**src/rtl/prog_pkg.sv**
```systemverilog
// prog_pkg: shared types and constants for the UART program loader.
// Holds the RX and loader FSM state encodings, the word geometry
// (four bytes per instruction word) and the UART line-level constants.
// Optional build macro: UART_PARITY_EN adds an even-parity bit (8E1 frames).
package prog_pkg;

    localparam int BYTES_PER_WORD = 4;
    localparam int BITS_PER_BYTE  = 8;

    // UART line levels; data bits travel LSB first.
    localparam logic LINE_IDLE  = 1'b1;
    localparam logic LINE_START = 1'b0;
    localparam logic LINE_STOP  = 1'b1;

    typedef enum logic [2:0] {
        RX_IDLE   = 3'd0,
        RX_START  = 3'd1,
        RX_DATA   = 3'd2,
        RX_STOP   = 3'd3,
        RX_WAIT   = 3'd4
`ifdef UART_PARITY_EN
        ,
        RX_PARITY = 3'd5
`endif
    } rx_state_e;

    typedef enum logic [1:0] {
        LD_OFF  = 2'd0,
        LD_LOAD = 2'd1,
        LD_DONE = 2'd2
    } ld_state_e;

`ifdef UART_PARITY_EN
    // Even parity: the parity bit that makes the total count of ones even.
    function automatic logic even_parity(input logic [7:0] d);
        return ^d;
    endfunction
`endif

endpackage

```
**src/rtl/uart_rx_byte.sv**
```systemverilog
// uart_rx_byte: UART byte receiver (8N1, or 8E1 with UART_PARITY_EN).
// Ports:
//   clk, rst (async active-low), rx (async line, idle high)
//   rx_sync    : 2-FF synchronized rx
//   byte_data  : last assembled byte (valid with byte_valid)
//   byte_valid : 1-cycle pulse in the cycle the good stop bit is sampled
//   frame_bad  : 1-cycle pulse when a byte is dropped (bad stop/parity)
module uart_rx_byte
    import prog_pkg::*;
#(
    parameter int CLKS_PER_BIT = 868
) (
    input  logic       clk,
    input  logic       rst,
    input  logic       rx,
    output logic       rx_sync,
    output logic [7:0] byte_data,
    output logic       byte_valid,
    output logic       frame_bad
);

    localparam int CNT_W = $clog2(CLKS_PER_BIT);
    localparam logic [CNT_W-1:0] CNT_FULL = CNT_W'(CLKS_PER_BIT - 1);
    localparam logic [CNT_W-1:0] CNT_HALF = CNT_W'(CLKS_PER_BIT / 2 - 1);

    logic            rx_meta_q, rx_sync_q, rx_prev_q;
    rx_state_e       state_q, state_d;
    logic [CNT_W-1:0] cnt_q, cnt_d;
    logic [2:0]      bit_q, bit_d;
    logic [7:0]      shift_q, shift_d;
    logic            fall_s, tick_bit_s, tick_half_s, good_s;
`ifdef UART_PARITY_EN
    logic            par_bad_q, par_bad_d;
`endif

    assign fall_s      = rx_prev_q & ~rx_sync_q;
    assign tick_bit_s  = (cnt_q == CNT_FULL);
    assign tick_half_s = (cnt_q == CNT_HALF);

    // Synchronizer and state registers; the line resets to idle so activity
    // during reset cannot look like a start bit edge.
    always_ff @(posedge clk or negedge rst) begin
        if (!rst) begin
            rx_meta_q <= LINE_IDLE;
            rx_sync_q <= LINE_IDLE;
            rx_prev_q <= LINE_IDLE;
            state_q   <= RX_IDLE;
            cnt_q     <= '0;
            bit_q     <= 3'd0;
            shift_q   <= 8'h00;
`ifdef UART_PARITY_EN
            par_bad_q <= 1'b0;
`endif
        end else begin
            rx_meta_q <= rx;
            rx_sync_q <= rx_meta_q;
            rx_prev_q <= rx_sync_q;
            state_q   <= state_d;
            cnt_q     <= cnt_d;
            bit_q     <= bit_d;
            shift_q   <= shift_d;
`ifdef UART_PARITY_EN
            par_bad_q <= par_bad_d;
`endif
        end
    end

    // Next-state logic: bit timer, bit index and shift register.
    always_comb begin
        state_d = state_q;
        cnt_d   = cnt_q + CNT_W'(1);
        bit_d   = bit_q;
        shift_d = shift_q;
`ifdef UART_PARITY_EN
        par_bad_d = par_bad_q;
`endif
        case (state_q)
            RX_IDLE: begin
                cnt_d = '0;
                if (fall_s) state_d = RX_START;
                else        state_d = RX_IDLE;
            end
            RX_START: begin
                if (tick_half_s) begin
                    cnt_d = '0;
                    bit_d = 3'd0;
`ifdef UART_PARITY_EN
                    par_bad_d = 1'b0;
`endif
                    // Mid-start-bit check rejects glitches.
                    if (rx_sync_q == LINE_START) state_d = RX_DATA;
                    else                         state_d = RX_IDLE;
                end else begin
                    state_d = RX_START;
                end
            end
            RX_DATA: begin
                if (tick_bit_s) begin
                    cnt_d   = '0;
                    shift_d = {rx_sync_q, shift_q[7:1]};
                    bit_d   = bit_q + 3'd1;
                    if (bit_q == 3'd7) begin
`ifdef UART_PARITY_EN
                        state_d = RX_PARITY;
`else
                        state_d = RX_STOP;
`endif
                    end else begin
                        state_d = RX_DATA;
                    end
                end else begin
                    state_d = RX_DATA;
                end
            end
`ifdef UART_PARITY_EN
            RX_PARITY: begin
                if (tick_bit_s) begin
                    cnt_d     = '0;
                    par_bad_d = (rx_sync_q != even_parity(shift_q));
                    state_d   = RX_STOP;
                end else begin
                    state_d = RX_PARITY;
                end
            end
`endif
            RX_STOP: begin
                if (tick_bit_s) begin
                    cnt_d = '0;
                    if (rx_sync_q == LINE_STOP) state_d = RX_IDLE;
                    else                        state_d = RX_WAIT;
                end else begin
                    state_d = RX_STOP;
                end
            end
            RX_WAIT: begin
                // Broken frame: wait for the line to return high.
                cnt_d = '0;
                if (rx_sync_q == LINE_IDLE) state_d = RX_IDLE;
                else                        state_d = RX_WAIT;
            end
            default: begin
                state_d = RX_IDLE;
                cnt_d   = '0;
            end
        endcase
    end

    // Outputs: byte accept/reject decided at the stop-bit sample point.
`ifdef UART_PARITY_EN
    assign good_s = (rx_sync_q == LINE_STOP) & ~par_bad_q;
`else
    assign good_s = (rx_sync_q == LINE_STOP);
`endif

    always_comb begin
        byte_valid = 1'b0;
        frame_bad  = 1'b0;
        if (state_q == RX_STOP && tick_bit_s) begin
            byte_valid = good_s;
            frame_bad  = ~good_s;
        end else begin
            byte_valid = 1'b0;
            frame_bad  = 1'b0;
        end
    end

    assign byte_data = shift_q;
    assign rx_sync   = rx_sync_q;

endmodule

```
**src/rtl/uart_prog_loader.sv**
```systemverilog
// uart_prog_loader: serial program loader for instruction memory.
// Bytes received over UART while start_pg is high are packed little-endian
// into 32-bit words and written with a single-cycle prog_we strobe.
// Optional build macro: UART_PARITY_EN (8E1 frames instead of 8N1).
// Ports:
//   clk, rst (async active-low), start_pg (async level), rx (async)
//   prog_we/prog_addr/prog_data : instruction memory write port
//   prog_active : loading (CPU held in reset); prog_done : load finished
//   frame_err   : sticky bad frame since last start_pg rise
//   rx_led      : inverted synchronized rx
module uart_prog_loader
    import prog_pkg::*;
#(
    parameter int CLKS_PER_BIT      = 868,
    parameter int ADDR_W            = 14,
    parameter int IDLE_TIMEOUT_BITS = 64
) (
    input  logic              clk,
    input  logic              rst,
    input  logic              start_pg,
    input  logic              rx,
    output logic              prog_we,
    output logic [ADDR_W-1:0] prog_addr,
    output logic [31:0]       prog_data,
    output logic              prog_active,
    output logic              prog_done,
    output logic              frame_err,
    output logic              rx_led
);

    localparam int TMO   = IDLE_TIMEOUT_BITS * CLKS_PER_BIT;
    localparam int TMO_W = $clog2(TMO + 1);
    localparam logic [ADDR_W-1:0] ADDR_MAX  = '1;
    localparam logic [1:0]        LAST_LANE = 2'(BYTES_PER_WORD - 1);

    logic              rx_sync_s, byte_valid_s, frame_bad_s;
    logic [7:0]        byte_data_s;
    logic              st_meta_q, st_sync_q, st_prev_q, rise_s, fall_s;
    ld_state_e         state_q, state_d;
    logic [ADDR_W-1:0] addr_q, addr_d;
    logic [1:0]        cnt_q, cnt_d;
    logic [23:0]       word_q, word_d;
    logic [31:0]       data_q, data_d;
    logic              we_q, we_d, ferr_q, ferr_d, got_q, got_d, led_q;
    logic [TMO_W-1:0]  tmo_q, tmo_d;

    uart_rx_byte #(.CLKS_PER_BIT(CLKS_PER_BIT)) u_rx (
        .clk        (clk),
        .rst        (rst),
        .rx         (rx),
        .rx_sync    (rx_sync_s),
        .byte_data  (byte_data_s),
        .byte_valid (byte_valid_s),
        .frame_bad  (frame_bad_s)
    );

    assign rise_s = st_sync_q & ~st_prev_q;
    assign fall_s = ~st_sync_q & st_prev_q;

    // State register, start_pg synchronizer and registered outputs.
    always_ff @(posedge clk or negedge rst) begin
        if (!rst) begin
            st_meta_q <= 1'b0;
            st_sync_q <= 1'b0;
            st_prev_q <= 1'b0;
            state_q   <= LD_OFF;
            addr_q    <= '0;
            cnt_q     <= 2'd0;
            word_q    <= 24'h0;
            data_q    <= 32'h0;
            we_q      <= 1'b0;
            ferr_q    <= 1'b0;
            got_q     <= 1'b0;
            tmo_q     <= '0;
            led_q     <= 1'b0;
        end else begin
            st_meta_q <= start_pg;
            st_sync_q <= st_meta_q;
            st_prev_q <= st_sync_q;
            state_q   <= state_d;
            addr_q    <= addr_d;
            cnt_q     <= cnt_d;
            word_q    <= word_d;
            data_q    <= data_d;
            we_q      <= we_d;
            ferr_q    <= ferr_d;
            got_q     <= got_d;
            tmo_q     <= tmo_d;
            led_q     <= ~rx_sync_s;
        end
    end

    // Next-state logic for the loader FSM and its datapath.
    always_comb begin
        state_d = state_q;
        addr_d  = addr_q;
        cnt_d   = cnt_q;
        word_d  = word_q;
        data_d  = data_q;
        we_d    = 1'b0;
        ferr_d  = ferr_q | frame_bad_s;
        got_d   = got_q;
        tmo_d   = tmo_q;
        // Address advances the cycle after the strobe; saturates at the top.
        if (we_q && addr_q != ADDR_MAX) addr_d = addr_q + ADDR_W'(1);
        else                            addr_d = addr_q;
        if (rise_s) begin
            // Any start_pg rise (re)starts a load from address 0.
            state_d = LD_LOAD;
            addr_d  = '0;
            cnt_d   = 2'd0;
            ferr_d  = 1'b0;
            got_d   = 1'b0;
            tmo_d   = '0;
        end else begin
            case (state_q)
                LD_LOAD: begin
                    if (fall_s) begin
                        state_d = LD_DONE;
                    end else if (byte_valid_s) begin
                        got_d = 1'b1;
                        tmo_d = '0;
                        if (cnt_q == LAST_LANE) begin
                            we_d   = 1'b1;
                            data_d = {byte_data_s, word_q};
                            cnt_d  = 2'd0;
                            if (addr_q == ADDR_MAX) state_d = LD_DONE;
                            else                    state_d = LD_LOAD;
                        end else begin
                            case (cnt_q)
                                2'd0:    word_d[7:0]   = byte_data_s;
                                2'd1:    word_d[15:8]  = byte_data_s;
                                default: word_d[23:16] = byte_data_s;
                            endcase
                            cnt_d = cnt_q + 2'd1;
                        end
                    end else if (frame_bad_s) begin
                        cnt_d = 2'd0;
                    end else if (got_q) begin
                        if (tmo_q == TMO_W'(TMO - 1)) state_d = LD_DONE;
                        else                          tmo_d   = tmo_q + TMO_W'(1);
                    end else begin
                        state_d = LD_LOAD;
                    end
                end
                LD_OFF:  state_d = LD_OFF;
                LD_DONE: state_d = LD_DONE;
                default: state_d = LD_OFF;
            endcase
        end
    end

    // Status outputs decoded from the registered state.
    always_comb begin
        prog_active = 1'b0;
        prog_done   = 1'b0;
        case (state_q)
            LD_LOAD: prog_active = 1'b1;
            LD_DONE: prog_done   = 1'b1;
            default: begin
                prog_active = 1'b0;
                prog_done   = 1'b0;
            end
        endcase
    end

    assign prog_we   = we_q;
    assign prog_addr = addr_q;
    assign prog_data = data_q;
    assign frame_err = ferr_q;
    assign rx_led    = led_q;

endmodule

```
**config.mk**
```make
export PLATFORM = sky130hd
export DESIGN_NAME = uart_prog_loader
export DESIGN_NICKNAME = d
export VERILOG_FILES = /design/src/rtl/prog_pkg.sv /design/src/rtl/uart_rx_byte.sv /design/src/rtl/uart_prog_loader.sv
export SDC_FILE = /design/constraint.sdc
export NUM_CORES = 1
export LEC_CHECK = 0
export ABC_CLOCK_PERIOD_IN_PS = 6300
export CORE_AREA = 8 8 111 113
export DETAILED_ROUTE_END_ITERATION = 12
export DIE_AREA = 0 0 119 121
export GPL_ROUTABILITY_DRIVEN = 0
export PLACE_DENSITY = 0.74
export SETUP_SLACK_MARGIN = 0.5
export SLEW_MARGIN = 20
export SYNTH_ARGS = -nofsm -noshare
export SYNTH_HDL_FRONTEND = slang
export SYNTH_HIERARCHICAL = 1
export SYNTH_SLANG_ARGS = --single-unit
```
**constraint.sdc**
```tcl
create_clock -name clk -period 6.3 [get_ports clk]
set_clock_uncertainty 0.05 [all_clocks]
set_input_delay 1.575 -clock clk [delete_from_list [all_inputs] [get_ports clk]]
set_output_delay 1.575 -clock clk [all_outputs]
set_load 0.05 [all_outputs]
```
==> metrics.md, run 1 <==
| Metric | Value |
|---|---|
| Dominant cells by area after synthesis | `dfrtp_1 54%, nand2_1 8.1%, mux2_2 5.0%` |
| RR Startpoint | `u_rx/cnt_q[0]$_DFF_PN0_` |
| WL final | `11.20 mm` |
| Starting DRT DRC Count | `193` |
| Reg2reg end | `prog_data[14]$_DFFE_PN0P_` |
| CP Launch Point | `state_q[1]$_DFFE_PN0P_` |
| Filler Cell Count | `817` |
| LEAKAGE | `3.290 nW` |
| R2r worst-path depth | `11` |
| GRT overflow | `0` |
| Tcrit/Tclk final | `58.97%` |
| Setup Crit Path Kind | `flop to output pin` |
| Crit. End Element | `output pin` |
| DR vias/cell | `5.401` |
| Post-synth net total | `542` |
| Mapped cell area | `5637 µm²` |
| Yosys warning total | `6` |
| Post-synthesis register bit count | `124` |
| Hold path cells | `0` |
| Async set-reset flop share out of synthesis | `100.0%` |
| CP Max Fanout | `7` |
| CTS Root Cell | `clkbuf_8` |
| Tmin final | `3.715 ns` |
| First-pass GRT wire length | `19.66 mm` |
| Post-synth EDFFs | `0` |
| Number of setup buffers added after CTS | `0` |
| Yosys top cell by area | `dfrtp_1` |
| Mapped Cells | `525` |
| Antenna-violating nets left | `0` |
| I/O Buffers | `54` |
| Critical Path Start Type | `flop` |
| Vias | `3975` |
| Vias in the first global route | `4089` |
| Detailed Place HPWL | `7.288 mm` |
| Htree depth | `4` |
| Rel. slew slack | `36.92%` |
| Height of the die | `121 µm` |
| Final core occ | `64.67%` |
| Most numerous cell in the Yosys netlist | `nand2_1` |
| Ys flop type | `dfrtp_1` |
| Core area | `10600 µm²` |
| Total GRT Usage | `16.76%` |
| Share of cells above drive strength 1 | `14.77%` |
| Worst-skew pair later-pin latency | `0.52 ns` |
| DR pass1 iterations | `5` |
| DRC viols | `0` |
| Top cell type's share of synthesized area | `53.72%` |
| TNS Setup | `0 ns` |
| Maxcap violations | `0` |
| Cell Rows | `38` |
| Worst hold path class | `flop to flop` |
| RSZ-0062 raised after global routing | `no` |
| Storage cell area | `3107 µm²` |
| CP required | `4.68 ns` |
| Final Hold Viols | `0` |
| Area of the multi-input gates | `2354 µm²` |
| Post-synth top cells | `122 x nand2_1, 121 x dfrtp_1, 43 x nor2_1` |
| Endpoints failing setup | `0` |
| # IOs | `55` |
| Post-synthesis average cell area | `10.74 µm²` |
| Distinct cells, synth | `58` |
| Num CTS Buffers | `17` |
| CTS Hold Bufs | `0` |
| Nets | `600` |
| Largest net degree at the start of global routing | `72` |
| Worst EP arrival | `2.09 ns` |
| Horiz. Die Dim | `119 µm` |
| Worst setup endpoint | `prog_active` |
| Fmax | `0.2692 GHz` |
| Reg clk slew, reported paths | `0.06 ns` |
| Slew @ Worst Pin | `0.9452 ns` |
| PD cells | `284.2 nW/µm²` |
| Maximum vdd drop | `0.0002016 V` |
| PostCTS Resize Cnt | `0` |
| Clk sinks | `124` |
| Initial Utilization | `53.16%` |
| Routed wire per std cell | `15.22 µm` |
| Syn-to-layout area delta | `21.64%` |
| Die ar. | `14400 µm²` |
| Post-synthesis sequential area ratio | `55.12%` |
| Outcome | `complete, no violations` |
| Ant. Diodes | `0` |
| Initial antenna violation count | `0` |
| CTS Buffer Depth | `2` |
| Max Slew Vio Count | `0` |
| CTS tree | `done` |
| Worst R2R Setup Slack | `2.79 ns` |
routing by layer:
layer | vias to the layer above | share of wire [%] | GRT usage [%]
li1 | 1896 | - | -
met1 | 1986 | 44 | 19.95
met2 | 77 | 50 | 27.61
met3 | 16 | 4.4 | 5.026
met4 | 0 | 1.5 | 7.589
met5 | - | 0 | 0
power by group:
group          internal [mW]  switching, mW
registers              0.830         0.0376
logic                 0.0471         0.0685
clock network          0.613          0.353
worst max-delay path, cell delays in order (launching register included):
cell and delay [ns]:
dfrtp_1 0.39, inv_1 0.07, ha_1 0.27, clkdlybuf4s50_1 0.85
stage by stage:
step	cells	instance area, µm²	worst slack [ns]	hold WS [ns]	power, mW
finish	736	6857	2.585	0.3061	1.948
global route	736	6857	2.447	0.3123	2.024
CTS	736	6857	2.546	0.3079	1.969
detailed placement	704	6260	2.894	0.2991	0.9986
global placement	704	6260	3.026	0.2880	0.9922
floorplan	525	5637	3.728	0.2812	0.9536
cell families (layout without fill, tap and decap cells):
logic type      Yosys count  in the layout  synth area share, %
fa+ha+maj                13             13                2.886
mux                      36             36                7.658
simple gates            243            243                20.93
xor+xnor                 30             30                4.661
buf+inv                  36            107                3.130
flops                   124            124                55.12
compound gates           43             43                5.616
flip-flops by register name, indices dropped and copies added (netlist names):
register and count:
prog_data 32, u_rx/bit_q 3, cnt_q 2, u_rx/rx_meta_q 1, state_q 2, word_q 24
prog_addr 14, u_rx/state_q 3, frame_err 1, prog_we 1, st_meta_q 1, st_sync_q 1
st_prev_q 1, u_rx/cnt_q 10, u_rx/rx_sync 1, u_rx/rx_prev_q 1, rx_led 1, tmo_q 16
got_q 1, u_rx/byte_data 8
cell usage in the layout (no fill, tap or decap), types with 4 or more instances in the layout:
| cell type | instances |
|---|---|
| nand2_1 | 122 |
| dfrtp_1 | 121 |
| clkdlybuf4s50_1 | 53 |
| nor2_1 | 43 |
| mux2_2 | 25 |
| xor2_1 | 23 |
| inv_1 | 19 |
| nand3_1 | 18 |
| clkbuf_16 | 16 |
| ha_1 | 13 |
| a21oi_1 | 11 |
| o21ai_0 | 11 |
| nand4_1 | 10 |
| and3_1 | 8 |
| mux2_4 | 8 |
| xnor2_1 | 7 |
| and4_1 | 6 |
| or3_1 | 6 |
| nor3_1 | 5 |
| clkinvlp_4 | 5 |
| a31oi_1 | 4 |
layout make-up:
class / count / area share (%)
clock buffers: 18 / 6.241
inverters: 19 / 1.040
clock inverters: 14 / 2.464
repair buffers: 56 / 8.066
multi-input cells: 365 / 34.32
well taps: 140 / 2.555
flip-flops and latches: 124 / 45.31
worst min path at each step:
stage / end / startpoint / slack (ns)
global placement: st_sync_q$_DFF_PN0_ / st_meta_q$_DFF_PN0_ / 0.29
detailed placement: u_rx/rx_sync$_DFF_PN1_ / u_rx/rx_meta_q$_DFF_PN1_ / 0.30
finish: u_rx/rx_sync$_DFF_PN1_ / u_rx/rx_meta_q$_DFF_PN1_ / 0.31
CTS: u_rx/rx_sync$_DFF_PN1_ / u_rx/rx_meta_q$_DFF_PN1_ / 0.31
floorplan: st_sync_q$_DFF_PN0_ / st_meta_q$_DFF_PN0_ / 0.28
global route: u_rx/rx_sync$_DFF_PN1_ / u_rx/rx_meta_q$_DFF_PN1_ / 0.31
(Power assumes the default switching activity.)
==> run 2: changes to the inputs <==
- ABC_CLOCK_PERIOD_IN_PS: 6300 -> 3400
- CORE_AREA: 8 8 111 113 -> 8 8 115 117
- DIE_AREA: 0 0 119 121 -> 0 0 123 125
- PLACE_DENSITY: 0.74 -> 0.72
- clock period: 6.3 -> 3.4 ns (I/O delays scaled with it)
==> run 2 against run 1 <==
Net effect:
- cell count rose by 1.9%
- critical path depth stayed put
- count of clock-buffer cells in the layout rose by 5
- first-iteration DRC count increased by 12%
- power is 91% higher
- sequential share of layout area fell by 0.88 points
- register-to-register slack worse by 2.2 ns
- critical endpoint is now prog_done
==> metrics.md, run 2 (synthesis gave the netlist of run 1 again) <==
| Metric | Value |
|---|---|
| Outcome | `complete, no violations` |
| Max Slew Vio Count | `0 (unchanged)` |
| Worst EP arrival | `1.92 ns (-0.17 ns)` |
| Crit. End Element | `output pin` |
| Num CTS Buffers | `17 (unchanged)` |
| Power Total | `3.713 mW (+91%)` |
| Htree depth | `4 (unchanged)` |
| Core area | `11610 µm² (+9.5%)` |
| Worst R2R Setup Slack | `0.64 ns (-2.15 ns)` |
| CP required | `2.50 ns (-2.18 ns)` |
| DR vias/cell | `5.327 (-1.4%)` |
| Starting DRT DRC Count | `216 (+12%)` |
| CTS Root Cell | `clkbuf_16` |
| CP max stage cell | `clkdlybuf4s50_1` |
| Die ar. | `15380 µm² (+6.8%)` |
| Largest stage delay on the critical path | `0.83 ns (-0.02 ns)` |
| Largest net degree at the start of global routing | `48 (-33%)` |
| Ant. Diodes | `0 (unchanged)` |
| WL final | `11.69 mm (+4.3%)` |
| Endpoints failing setup | `0 (unchanged)` |
| Initial Utilization | `48.55% (-4.6 points)` |
| Worst-skew pair later-pin latency | `0.42 ns (-0.10 ns)` |
| Tcrit/Tclk final | `82.86%` |
| Share of cells above drive strength 1 | `16.25% (+1.5 points)` |
| Nets | `607 (+1.2%)` |
| Maximum vdd drop | `0.0003451 V (+71%)` |
| Fmax | `0.3549 GHz` |
| Most common cell after layout, fill and taps aside | `dfrtp_1` |
| CP Max Fanout | `3 (-4)` |
| Vias in the first global route | `3942 (-3.6%)` |
| Commonest non-fill, non-tap cells in the layout | `121 x dfrtp_1, 120 x nand2_1, 52 x clkdlybuf4s50_1` |
| Critical Path, Cell by Cell | `inv_1 > ha_1 > clkdlybuf4s50_1` |
| Vias | `3995 (+0.50%)` |
| Reg2reg end | `word_q[20]$_DFFE_PN0P_` |
| Clk sinks | `124 (unchanged)` |
| Dpl cell area | `6319 µm² (+0.94%)` |
| Max reg flops | `32 (unchanged)` |
| Horiz. Die Dim | `123 µm (+3.4%)` |
| TNS Setup | `0 ns (unchanged)` |
| CTS tree | `done` |
| PD cells | `531.1 nW/µm² (+87%)` |
| Tmin final | `2.817 ns` |
| Critical Path Start Type | `flop` |
| Reg clk slew, reported paths | `0.05 ns (about the same)` |
| # IOs | `55 (unchanged)` |
| Setup Crit Path Kind | `flop to output pin` |
| RSZ-0062 raised after global routing | `no` |
| Cell Rows | `40 (+5.3%)` |
| Antenna-violating nets left | `0 (unchanged)` |
| R2r worst-path depth | `11 (unchanged)` |
| Detailed Place HPWL | `7.896 mm (+8.3%)` |
| DR pass1 iterations | `5 (unchanged)` |
| Syn-to-layout area delta | `24.04%` |
| Slew @ Worst Pin | `0.5301 ns (-0.4150 ns)` |
| CP Launch Point | `state_q[0]$_DFFE_PN0P_` |
| Fin Hold WS | `0.3052 ns (-0.0008910 ns)` |
| Worst hold path class | `flop to flop` |
| Initial antenna violation count | `0 (unchanged)` |
| Total GRT Usage | `16.09% (-0.67 points)` |
| Routed wire per std cell | `15.58 µm (+2.4%)` |
| Worst setup endpoint | `prog_done` |
| Rel. slew slack | `64.55% (+28 points)` |
| DRC viols | `0 (unchanged)` |
| RR Startpoint | `u_rx/cnt_q[0]$_DFF_PN0_` |
| LEAKAGE | `3.356 nW (+2.0%)` |
| Height of the die | `125 µm (+3.3%)` |
| Maxcap violations | `0 (unchanged)` |
| I/O Buffers | `54 (unchanged)` |
| GRT overflow | `0 (unchanged)` |
| CTS Buffer Depth | `2 (unchanged)` |
| Design Area, Final | `6992 µm² (+2.0%)` |
| Final Hold Viols | `0 (unchanged)` |
| First-pass GRT wire length | `19.67 mm (about the same)` |
run 2: cell types whose count changed in the layout (fill, tap and decap cells not counted), sizes merged:
cell	previous run	this run
buf	3	10
inv	21	19
clkinv	4	3
dlygate4sd2	0	1
clkdlybuf4s50	53	52
clkbuf	18	23
clkinvlp	5	3
run 2: worst min path at each step:
| stage | startpoint | endpoint | slack, ns | depth (start not counted) |
|---|---|---|---|---|
| 2_1_floorplan | st_meta_q$_DFF_PN0_ | st_sync_q$_DFF_PN0_ | 0.28 | 0 |
| 5_1_grt | u_rx/rx_meta_q$_DFF_PN1_ | u_rx/rx_sync$_DFF_PN1_ | 0.31 | 0 |
| 6_report | u_rx/rx_meta_q$_DFF_PN1_ | u_rx/rx_sync$_DFF_PN1_ | 0.31 | 0 |
| 3_3_place_gp | u_rx/rx_meta_q$_DFF_PN1_ | u_rx/rx_sync$_DFF_PN1_ | 0.30 | 0 |
| 4_1_cts | u_rx/rx_meta_q$_DFF_PN1_ | u_rx/rx_sync$_DFF_PN1_ | 0.31 | 0 |
| 3_5_place_dp | u_rx/rx_meta_q$_DFF_PN1_ | u_rx/rx_sync$_DFF_PN1_ | 0.30 | 0 |
run 2: layout make-up:
cell class	count	area, µm²
Timing Repair Buffer	63	633.1
Clock buffer	23	488.0
Tap cell	147	183.9
Fill cell	931	4619
Clock inverter	9	135.1
Inverter	19	71.32
Multi-Input combinational cell	365	2374
Sequential cell	124	3107
run 2: report_power, final:
group / total (mW) / switching [mW] / internal [mW]
Clock: 1.86 / 0.632 / 1.23
Sequential: 1.61 / 0.0743 / 1.54
Combinational: 0.238 / 0.137 / 0.100
Total: 3.71 / 0.844 / 2.87
run 2: repair_timing:
action / in CTS / in global routing
hold buffers: 0 / 0
cloned: 0 / 0
setup buffers: 0 / 2
resized for setup: 1 / 7
endpoints found under the setup margin: 1 / 61
pin swaps: 0 / 1
run 2: critical path: cells and delay by family (launching register included):
family     cells  cell delay (ns)
fa+ha+maj      1             0.22
flops          1             0.38
buf+inv        2             0.91
run 2: routing by layer:
layer / GRT usage, % / up-vias / share of wire [%]
met4: 7.583 / 0 / 1.9
met5: 0 / - / 0
met3: 4.095 / 20 / 3.3
met2: 25.79 / 58 / 51
li1: - / 1905 / -
met1: 19.82 / 2012 / 44
run 2: stage by stage:
| step | util (%) | std cells | worst slack, ns |
|---|---|---|---|
| 2_1_floorplan | - | 525 | 0.8929 |
| 3_3_place_gp | 54.42 | 716 | 0.7063 |
| 3_5_place_dp | 54.42 | 716 | 0.5638 |
| 4_1_cts | 59.77 | 748 | 0.5281 |
| 5_1_grt | 60.22 | 750 | 0.4688 |
| 6_report | 60.22 | 750 | 0.5826 |
